## config.mk

```make
export PLATFORM = sky130hd
export DESIGN_NAME = apb_arb_master_flat
export DESIGN_NICKNAME = d
export VERILOG_FILES = /design/src/rtl/apb_arb_pkg.sv /design/src/rtl/apb_arb_master_if.sv /design/src/rtl/apb_arb_master_rr_arbiter.sv /design/src/rtl/apb_arb_master.sv /design/src/flat_wrapper.sv
export SDC_FILE = /design/constraint.sdc
export NUM_CORES = 1
export LEC_CHECK = 0
export ABC_AREA = 1
export CORE_MARGIN = 2
export CORE_UTILIZATION = 41
export DETAILED_ROUTE_END_ITERATION = 6
export PLACE_DENSITY = 0.86
export SYNTH_ARGS = -nofsm -noshare
export SYNTH_HDL_FRONTEND = slang
export SYNTH_HIERARCHICAL = 1
export SYNTH_SLANG_ARGS = --single-unit
```

## constraint.sdc

```tcl
create_clock -name PCLK -period 1.4 [get_ports PCLK]
set_input_delay 0.21 -clock PCLK [delete_from_list [all_inputs] [get_ports PCLK]]
set_output_delay 0.21 -clock PCLK [all_outputs]
set_load 0.02 [all_outputs]
```

## src/rtl/apb_arb_pkg.sv

```systemverilog
// Shared types and default sizing for the round-robin APB master.
package apb_arb_pkg;

    localparam int DATA_W_DEF  = 32;
    localparam int ADDR_W_DEF  = 4;
    localparam int N_REQ_DEF   = 2;
    localparam int TIMEOUT_DEF = 16;
    localparam int CNT_W       = 8;

    typedef enum logic [1:0] {
        IDLE   = 2'd0,
        SETUP  = 2'd1,
        ACCESS = 2'd2
    } state_t;

endpackage

```

## src/rtl/apb_arb_master_if.sv

```systemverilog
// APB bus bundle between the arbitrating master and a slave.
interface apb_arb_master_if
    import apb_arb_pkg::*;
#(
    parameter int DATA_W = DATA_W_DEF,
    parameter int ADDR_W = ADDR_W_DEF
);

    logic              PSEL;
    logic              PENABLE;
    logic              PWRITE;
    logic [ADDR_W-1:0] PADDR;
    logic [DATA_W-1:0] PWDATA;
    logic [DATA_W-1:0] PRDATA;
    logic              PREADY;

    modport master (
        output PSEL, PENABLE, PWRITE, PADDR, PWDATA,
        input  PRDATA, PREADY
    );

    modport slave (
        input  PSEL, PENABLE, PWRITE, PADDR, PWDATA,
        output PRDATA, PREADY
    );

endinterface

```

## src/rtl/apb_arb_master_rr_arbiter.sv

```systemverilog
// Round-robin grant: first set request at or after ptr, wrapping.
module rr_arbiter #(
    parameter int N  = 2,
    parameter int IW = $clog2(N)
) (
    input  logic [N-1:0]  req,
    input  logic [IW-1:0] ptr,
    output logic [N-1:0]  gnt,
    output logic [IW-1:0] idx,
    output logic          any
);

    logic [IW-1:0] jj;

    always_comb begin
        gnt = '0;
        idx = '0;
        any = 1'b0;
        jj  = '0;
        for (int k = 0; k < N; k++) begin
            jj = IW'((int'(ptr) + k) % N);
            if (!any && req[jj]) begin
                any     = 1'b1;
                gnt[jj] = 1'b1;
                idx     = jj;
            end
        end
    end

endmodule

```

## src/rtl/apb_arb_master.sv

```systemverilog
// N-requester round-robin APB master with wait-state timeout.
module apb_arb_master
    import apb_arb_pkg::*;
#(
    parameter int DATA_W  = DATA_W_DEF,
    parameter int ADDR_W  = ADDR_W_DEF,
    parameter int N_REQ   = N_REQ_DEF,
    parameter int TIMEOUT = TIMEOUT_DEF
) (
    input  logic                    PCLK,
    input  logic                    PRESETn,
    input  logic [N_REQ-1:0]        req_valid,
    input  logic [N_REQ-1:0]        req_write,
    input  logic [N_REQ*ADDR_W-1:0] req_addr,
    input  logic [N_REQ*DATA_W-1:0] req_wdata,
    output logic [N_REQ-1:0]        req_ready,
    output logic [N_REQ-1:0]        rsp_valid,
    output logic [DATA_W-1:0]       rsp_rdata,
    output logic                    rsp_err,
    apb_arb_master_if.master        apb
);

    localparam int IW = $clog2(N_REQ);

    state_t state, state_n;

    logic [IW-1:0]    rr_ptr, ptr_n;
    logic [IW-1:0]    cur, cur_n;
    logic             started;
    logic [CNT_W-1:0] wait_cnt, cnt_n;

    logic [N_REQ-1:0] gnt, ready_n;
    logic [IW-1:0]    gidx;
    logic             gany;

    logic              wr_q, wr_n;
    logic [ADDR_W-1:0] addr_q, addr_n;
    logic [DATA_W-1:0] wdata_q, wdata_n;
    logic              psel_q, psel_n;
    logic              pen_q, pen_n;

    logic              done_n, err_n;
    logic [DATA_W-1:0] data_n;
    logic              done_q, done_err;
    logic [DATA_W-1:0] done_data;
    logic [IW-1:0]     done_idx;

    rr_arbiter #(.N(N_REQ), .IW(IW)) u_arb (
        .req (req_valid),
        .ptr (rr_ptr),
        .gnt (gnt),
        .idx (gidx),
        .any (gany)
    );

    assign apb.PSEL    = psel_q;
    assign apb.PENABLE = pen_q;
    assign apb.PWRITE  = wr_q;
    assign apb.PADDR   = addr_q;
    assign apb.PWDATA  = wdata_q;

    always_comb begin
        state_n = state;
        ptr_n   = rr_ptr;
        cur_n   = cur;
        cnt_n   = wait_cnt;
        wr_n    = wr_q;
        addr_n  = addr_q;
        wdata_n = wdata_q;
        ready_n = '0;
        psel_n  = 1'b0;
        pen_n   = 1'b0;
        done_n  = 1'b0;
        err_n   = 1'b0;
        data_n  = '0;
        unique case (state)
            IDLE: begin
                // started keeps the first edge after reset grant-free
                if (started && gany) begin
                    state_n = SETUP;
                    ready_n = gnt;
                    cur_n   = gidx;
                    ptr_n   = (gidx == IW'(N_REQ - 1)) ? '0 : gidx + 1'b1;
                    wr_n    = req_write[gidx];
                    addr_n  = req_addr[gidx*ADDR_W +: ADDR_W];
                    wdata_n = req_wdata[gidx*DATA_W +: DATA_W];
                    psel_n  = 1'b1;
                end
            end
            SETUP: begin
                state_n = ACCESS;
                cnt_n   = '0;
                psel_n  = 1'b1;
                pen_n   = 1'b1;
            end
            ACCESS: begin
                if (apb.PREADY) begin
                    state_n = IDLE;
                    cnt_n   = '0;
                    done_n  = 1'b1;
                    data_n  = wr_q ? '0 : apb.PRDATA;
                end else if (wait_cnt == CNT_W'(TIMEOUT - 1)) begin
                    state_n = IDLE;
                    cnt_n   = '0;
                    done_n  = 1'b1;
                    err_n   = 1'b1;
                end else begin
                    cnt_n  = wait_cnt + 1'b1;
                    psel_n = 1'b1;
                    pen_n  = 1'b1;
                end
            end
            default: state_n = IDLE;
        endcase
    end

    always_ff @(posedge PCLK or negedge PRESETn) begin
        if (!PRESETn) begin
            state     <= IDLE;
            rr_ptr    <= '0;
            cur       <= '0;
            started   <= 1'b0;
            wait_cnt  <= '0;
            wr_q      <= 1'b0;
            addr_q    <= '0;
            wdata_q   <= '0;
            psel_q    <= 1'b0;
            pen_q     <= 1'b0;
            req_ready <= '0;
        end else begin
            state     <= state_n;
            rr_ptr    <= ptr_n;
            cur       <= cur_n;
            started   <= 1'b1;
            wait_cnt  <= cnt_n;
            wr_q      <= wr_n;
            addr_q    <= addr_n;
            wdata_q   <= wdata_n;
            psel_q    <= psel_n;
            pen_q     <= pen_n;
            req_ready <= ready_n;
        end
    end

    // completion is staged once so rsp_valid lands three cycles after req_ready
    always_ff @(posedge PCLK or negedge PRESETn) begin
        if (!PRESETn) begin
            done_q    <= 1'b0;
            done_err  <= 1'b0;
            done_data <= '0;
            done_idx  <= '0;
            rsp_valid <= '0;
            rsp_rdata <= '0;
            rsp_err   <= 1'b0;
        end else begin
            done_q <= done_n;
            if (done_n) begin
                done_err  <= err_n;
                done_data <= data_n;
                done_idx  <= cur;
            end
            rsp_valid <= done_q ? (N_REQ'(1) << done_idx) : '0;
            if (done_q) begin
                rsp_rdata <= done_data;
                rsp_err   <= done_err;
            end
        end
    end

endmodule

```

## src/flat_wrapper.sv

```systemverilog
// flat-port wrapper written by rule: the top's interface ports become plain ports
module apb_arb_master_flat import apb_arb_pkg::*;
#(
    parameter int DATA_W  = DATA_W_DEF,
    parameter int ADDR_W  = ADDR_W_DEF,
    parameter int N_REQ   = N_REQ_DEF,
    parameter int TIMEOUT = TIMEOUT_DEF
)
  (PCLK, PRESETn, req_valid, req_write, req_addr, req_wdata, req_ready, rsp_valid, rsp_rdata, rsp_err, apb_PSEL, apb_PENABLE, apb_PWRITE, apb_PADDR, apb_PWDATA, apb_PRDATA, apb_PREADY);
  apb_arb_master_if #(.DATA_W(DATA_W), .ADDR_W(ADDR_W)) apb_i ();
  input  logic PCLK;
  input  logic PRESETn;
  input  logic [N_REQ-1:0] req_valid;
  input  logic [N_REQ-1:0] req_write;
  input  logic [N_REQ*ADDR_W-1:0] req_addr;
  input  logic [N_REQ*DATA_W-1:0] req_wdata;
  output logic [N_REQ-1:0] req_ready;
  output logic [N_REQ-1:0] rsp_valid;
  output logic [DATA_W-1:0] rsp_rdata;
  output logic rsp_err;
  output wire logic [$bits(apb_i.PSEL)-1:0] apb_PSEL;
  output wire logic [$bits(apb_i.PENABLE)-1:0] apb_PENABLE;
  output wire logic [$bits(apb_i.PWRITE)-1:0] apb_PWRITE;
  output wire logic [$bits(apb_i.PADDR)-1:0] apb_PADDR;
  output wire logic [$bits(apb_i.PWDATA)-1:0] apb_PWDATA;
  input wire logic [$bits(apb_i.PRDATA)-1:0] apb_PRDATA;
  input wire logic [$bits(apb_i.PREADY)-1:0] apb_PREADY;
  assign apb_PSEL = apb_i.PSEL;
  assign apb_PENABLE = apb_i.PENABLE;
  assign apb_PWRITE = apb_i.PWRITE;
  assign apb_PADDR = apb_i.PADDR;
  assign apb_PWDATA = apb_i.PWDATA;
  assign apb_i.PRDATA = apb_PRDATA;
  assign apb_i.PREADY = apb_PREADY;
  apb_arb_master #(.DATA_W(DATA_W), .ADDR_W(ADDR_W), .N_REQ(N_REQ), .TIMEOUT(TIMEOUT)) u_core (.PCLK(PCLK), .PRESETn(PRESETn), .req_valid(req_valid), .req_write(req_write), .req_addr(req_addr), .req_wdata(req_wdata), .req_ready(req_ready), .rsp_valid(rsp_valid), .rsp_rdata(rsp_rdata), .rsp_err(rsp_err), .apb(apb_i));
endmodule
```

==> flow_summary.yaml <==
synthesis:
  synth_ff_type: "dfrtp_1"
  synth_fp_nets: 735
  synthCells: 617
  synth.ff_latch_count: 124
  synth_seq_area_share: 0.577
  synthArstFlopShare: 1.00
  synth_enable_flop_cells: 0
  synthesis.area_sq_mm: 0.00538
  synth.distinct_cells: 28
  synth_area_per_cell_sq_um: 8.71
  yosys_warnings: 6
critical_path:
  crit_required_ps: 1680
  crit_type: "reg2reg"
  worstRegToRegCells: 8
  reg2reg_from: "u_core/rr_ptr"
  worstSetupEndpointType: "flip-flop"
  ff2ff_setup_slack_ps: -110
  arrival_ps: 1790
  critPathMaxFanout: 9
  reg2reg_to: "u_core/apb.PADDR[2]"
  cp-start-kind: "flip-flop"
finish:
  design_area_sq_mm: 0.00912
  fillers: 939
  syn2layout_area_growth_pct: 69.6
  fin_util: 0.717
  nNetsFinal: 966
  drive_above_1_share: 0.253
timing:
  timing.fmax_mhz: 663
  min_period_ps: 1510
  drv_slew: 0
  finClkSkew_ps: 5.25
  finalCritPeriodShare: 1.08
  hold_violations: 0
  setup_viol: 53
  layout_setup_ws_ps: -108
  rsz0062_at_grt: "true"
placement:
  dp_hpwl_mm: 10.6
  gp_congestion: 0.792
  io_buffer_count: 186
  dpl_cell_area_sq_mm: 0.00766
global_routing:
  use_met1: 0.260
  top_usage_layer: "met2"
  grt_usage: 0.231
  gr-usage-met2: 0.403
  grt_pass1_wl_mm: 25.5
  grt_pass1_vias: 5177
  antenna_found_initial: 1
  use_met3: 0.0734
  grt_start_max_net_pins: 56
  overflow: 0
clock_network:
  clk_pin_slew_worst_paths_ps: 50
  cts_tree: "built"
  cts_root_buffer: "clkbuf_16"
  clk_path_buf_depth: 2
  h-tree-depth: 4
  clk_latency_ps: 400
  cts_sinks: 124
  cts_buffers: 17
floorplan:
  io_pins: 187
  core_sq_mm: 0.0127
  die_h_um: 119
  fp.dieW_um: 119
  fp.dieArea_sq_mm: 0.0140
  initial_core_util: 0.423
  row_count: 41
route:
  wl_mm: 17.9
  num_vias: 5304
  via_per_inst: 5.14
  wl_per_cell_um: 17.4
  drc: 0
  drt_iter0_drc: 350
  dr.pass1.iters: 4
  antenna_left: 0
power_and_ir_drop:
  leakage_nw: 4.60
  irDropWorstVdd_uv: 1100
  total_power_mw: 17.9
  p_per_area_mw_per_mm2: 1970
flow_run:
  maxCapViolations: 0
status:
  status: "complete, but fails checks"
  violations: "negative setup slack"
hold_path:
  hold_class: "in2async"
## how the worst max path moves through the flow
stage	from	endpoint	cells past startpoint
after floorplan	u_core/state[0]	u_core/wait_cnt[7]	10
after global placement	req_valid[0]	u_core/apb.PADDR[2]	10
after detailed placement	req_valid[0]	u_core/apb.PWDATA[16]	10
after CTS	u_core/rr_ptr	u_core/apb.PSEL	10
after global routing	u_core/rr_ptr	u_core/apb.PADDR[2]	8
final	u_core/rr_ptr	u_core/apb.PADDR[2]	8
## flip-flops by register name, summed over array words and instances (netlist names)
name	flops
u_core/started	1
u_core/cur	1
u_core/done_idx	1
u_core/done_data	32
u_core/state	2
u_core/apb.PENABLE	1
u_core/rr_ptr	1
u_core/apb.PSEL	1
u_core/apb.PADDR	4
u_core/req_ready	2
u_core/wait_cnt	8
u_core/rsp_rdata	32
u_core/apb.PWDATA	32
u_core/rsp_err	1
u_core/rsp_valid	2
u_core/done_q	1
u_core/apb.PWRITE	1
u_core/done_err	1
## what timing repair did
item | in CTS | in global routing
gates cloned | 4 | 8
pin swaps | 2 | 29
endpoints found under the setup margin | 149 | 85
gates resized for setup | 104 | 138
hold buffers | 1 | 0
hold endpoints to repair | 113 | 0
buffers inserted | 5 | 11
## cells in the final DEF (no fill, tap or decap), types with 13 or more instances in the layout
master	synthesis	final
nand2_2	2	23
inv_1	53	46
nand3_2	1	46
clkdlybuf4s50_1	0	109
nand2_1	170	142
buf_12	0	13
buf_4	7	28
o21ai_2	0	14
dlygate4sd2_1	0	70
clkbuf_16	0	22
o21ai_1	30	19
nand3_1	152	102
dfrtp_1	124	122
## routing by layer
| metal | vias up | wire length, um |
|---|---|---|
| met2 | 259 | 9410 |
| met4 | 0 | 560 |
| met1 | 2547 | 6680 |
| li1 | 2457 | - |
| met3 | 41 | 1290 |
| met5 | - | 0 |
## report_power, final
part | total [mW] | switching [mW] | internal (mW)
Sequential | 5.87 | 0.932 | 4.94
Combinational | 7.77 | 4.28 | 3.49
Clock | 4.31 | 1.50 | 2.80
Total | 17.9 | 6.71 | 11.2
## layout make-up
class | instances | area (sq um) | share of cell area
Clock inverter | 8 | 120 | 0.0132
Sequential cell | 124 | 3110 | 0.341
Clock buffer | 21 | 450 | 0.0494
Inverter | 56 | 220 | 0.0242
Antenna cell | 1 | 2.50 | 0.000274
Tap cell | 172 | 215 | 0.0236
Timing Repair Buffer | 245 | 2550 | 0.280
Multi-Input combinational cell | 404 | 2450 | 0.269
## cells in the mapped netlist, types with 2 or more instances
cell type  count  area (sq um)
nand3_1      152           761
a21oi_1        3          15.0
clkbuf_1      12          45.0
buf_1          6          22.5
nor2_1        18          67.6
buf_6          4          45.0
buf_2          7          35.0
inv_1         53           199
buf_4          7          52.6
dfrtp_1      124          3100
ha_1           7          87.6
o21ai_0        4          20.0
nand2_1      170           638
inv_2          2          7.51
nor2_2         5          31.3
nand2_2        2          12.5
o21ai_1       30           150
## critical path, cell delays in order (launching register included)
cell and delay, ps:
dfrtp_2 470, nor2_4 110, nor2_2 50, nand2_2 90
nand3_4 140, clkbuf_16 210, buf_12 140, nand2_1 80
nand3_1 90
## through the flow
| stage | hold WS (ps) | std cells | setup WS [ps] | TNS [ps] |
|---|---|---|---|---|
| 2_1_floorplan | -85.6 | 617 | -54.7 | -54.7 |
| 3_3_place_gp | 88.5 | 972 | -254 | -11720 |
| 3_5_place_dp | 89.9 | 972 | -332 | -14700 |
| 4_1_cts | 210 | 1011 | -89.8 | -1990 |
| 5_1_grt | 241 | 1031 | -168 | -7250 |
| 6_report | 233 | 1031 | -108 | -1790 |
## cell families (layout without fill, tap and decap cells)
family	count (synthesis)	after routing	share of synthesized area
simple gates	350	353	0.286
flops	124	124	0.577
buf+inv	92	330	0.0763
compound gates	41	41	0.0407
fa+ha+maj	7	7	0.0163
xor+xnor	2	2	0.00326
other cells	1	2	0.000697
Note: power is estimated with default switching activity, not from simulation.
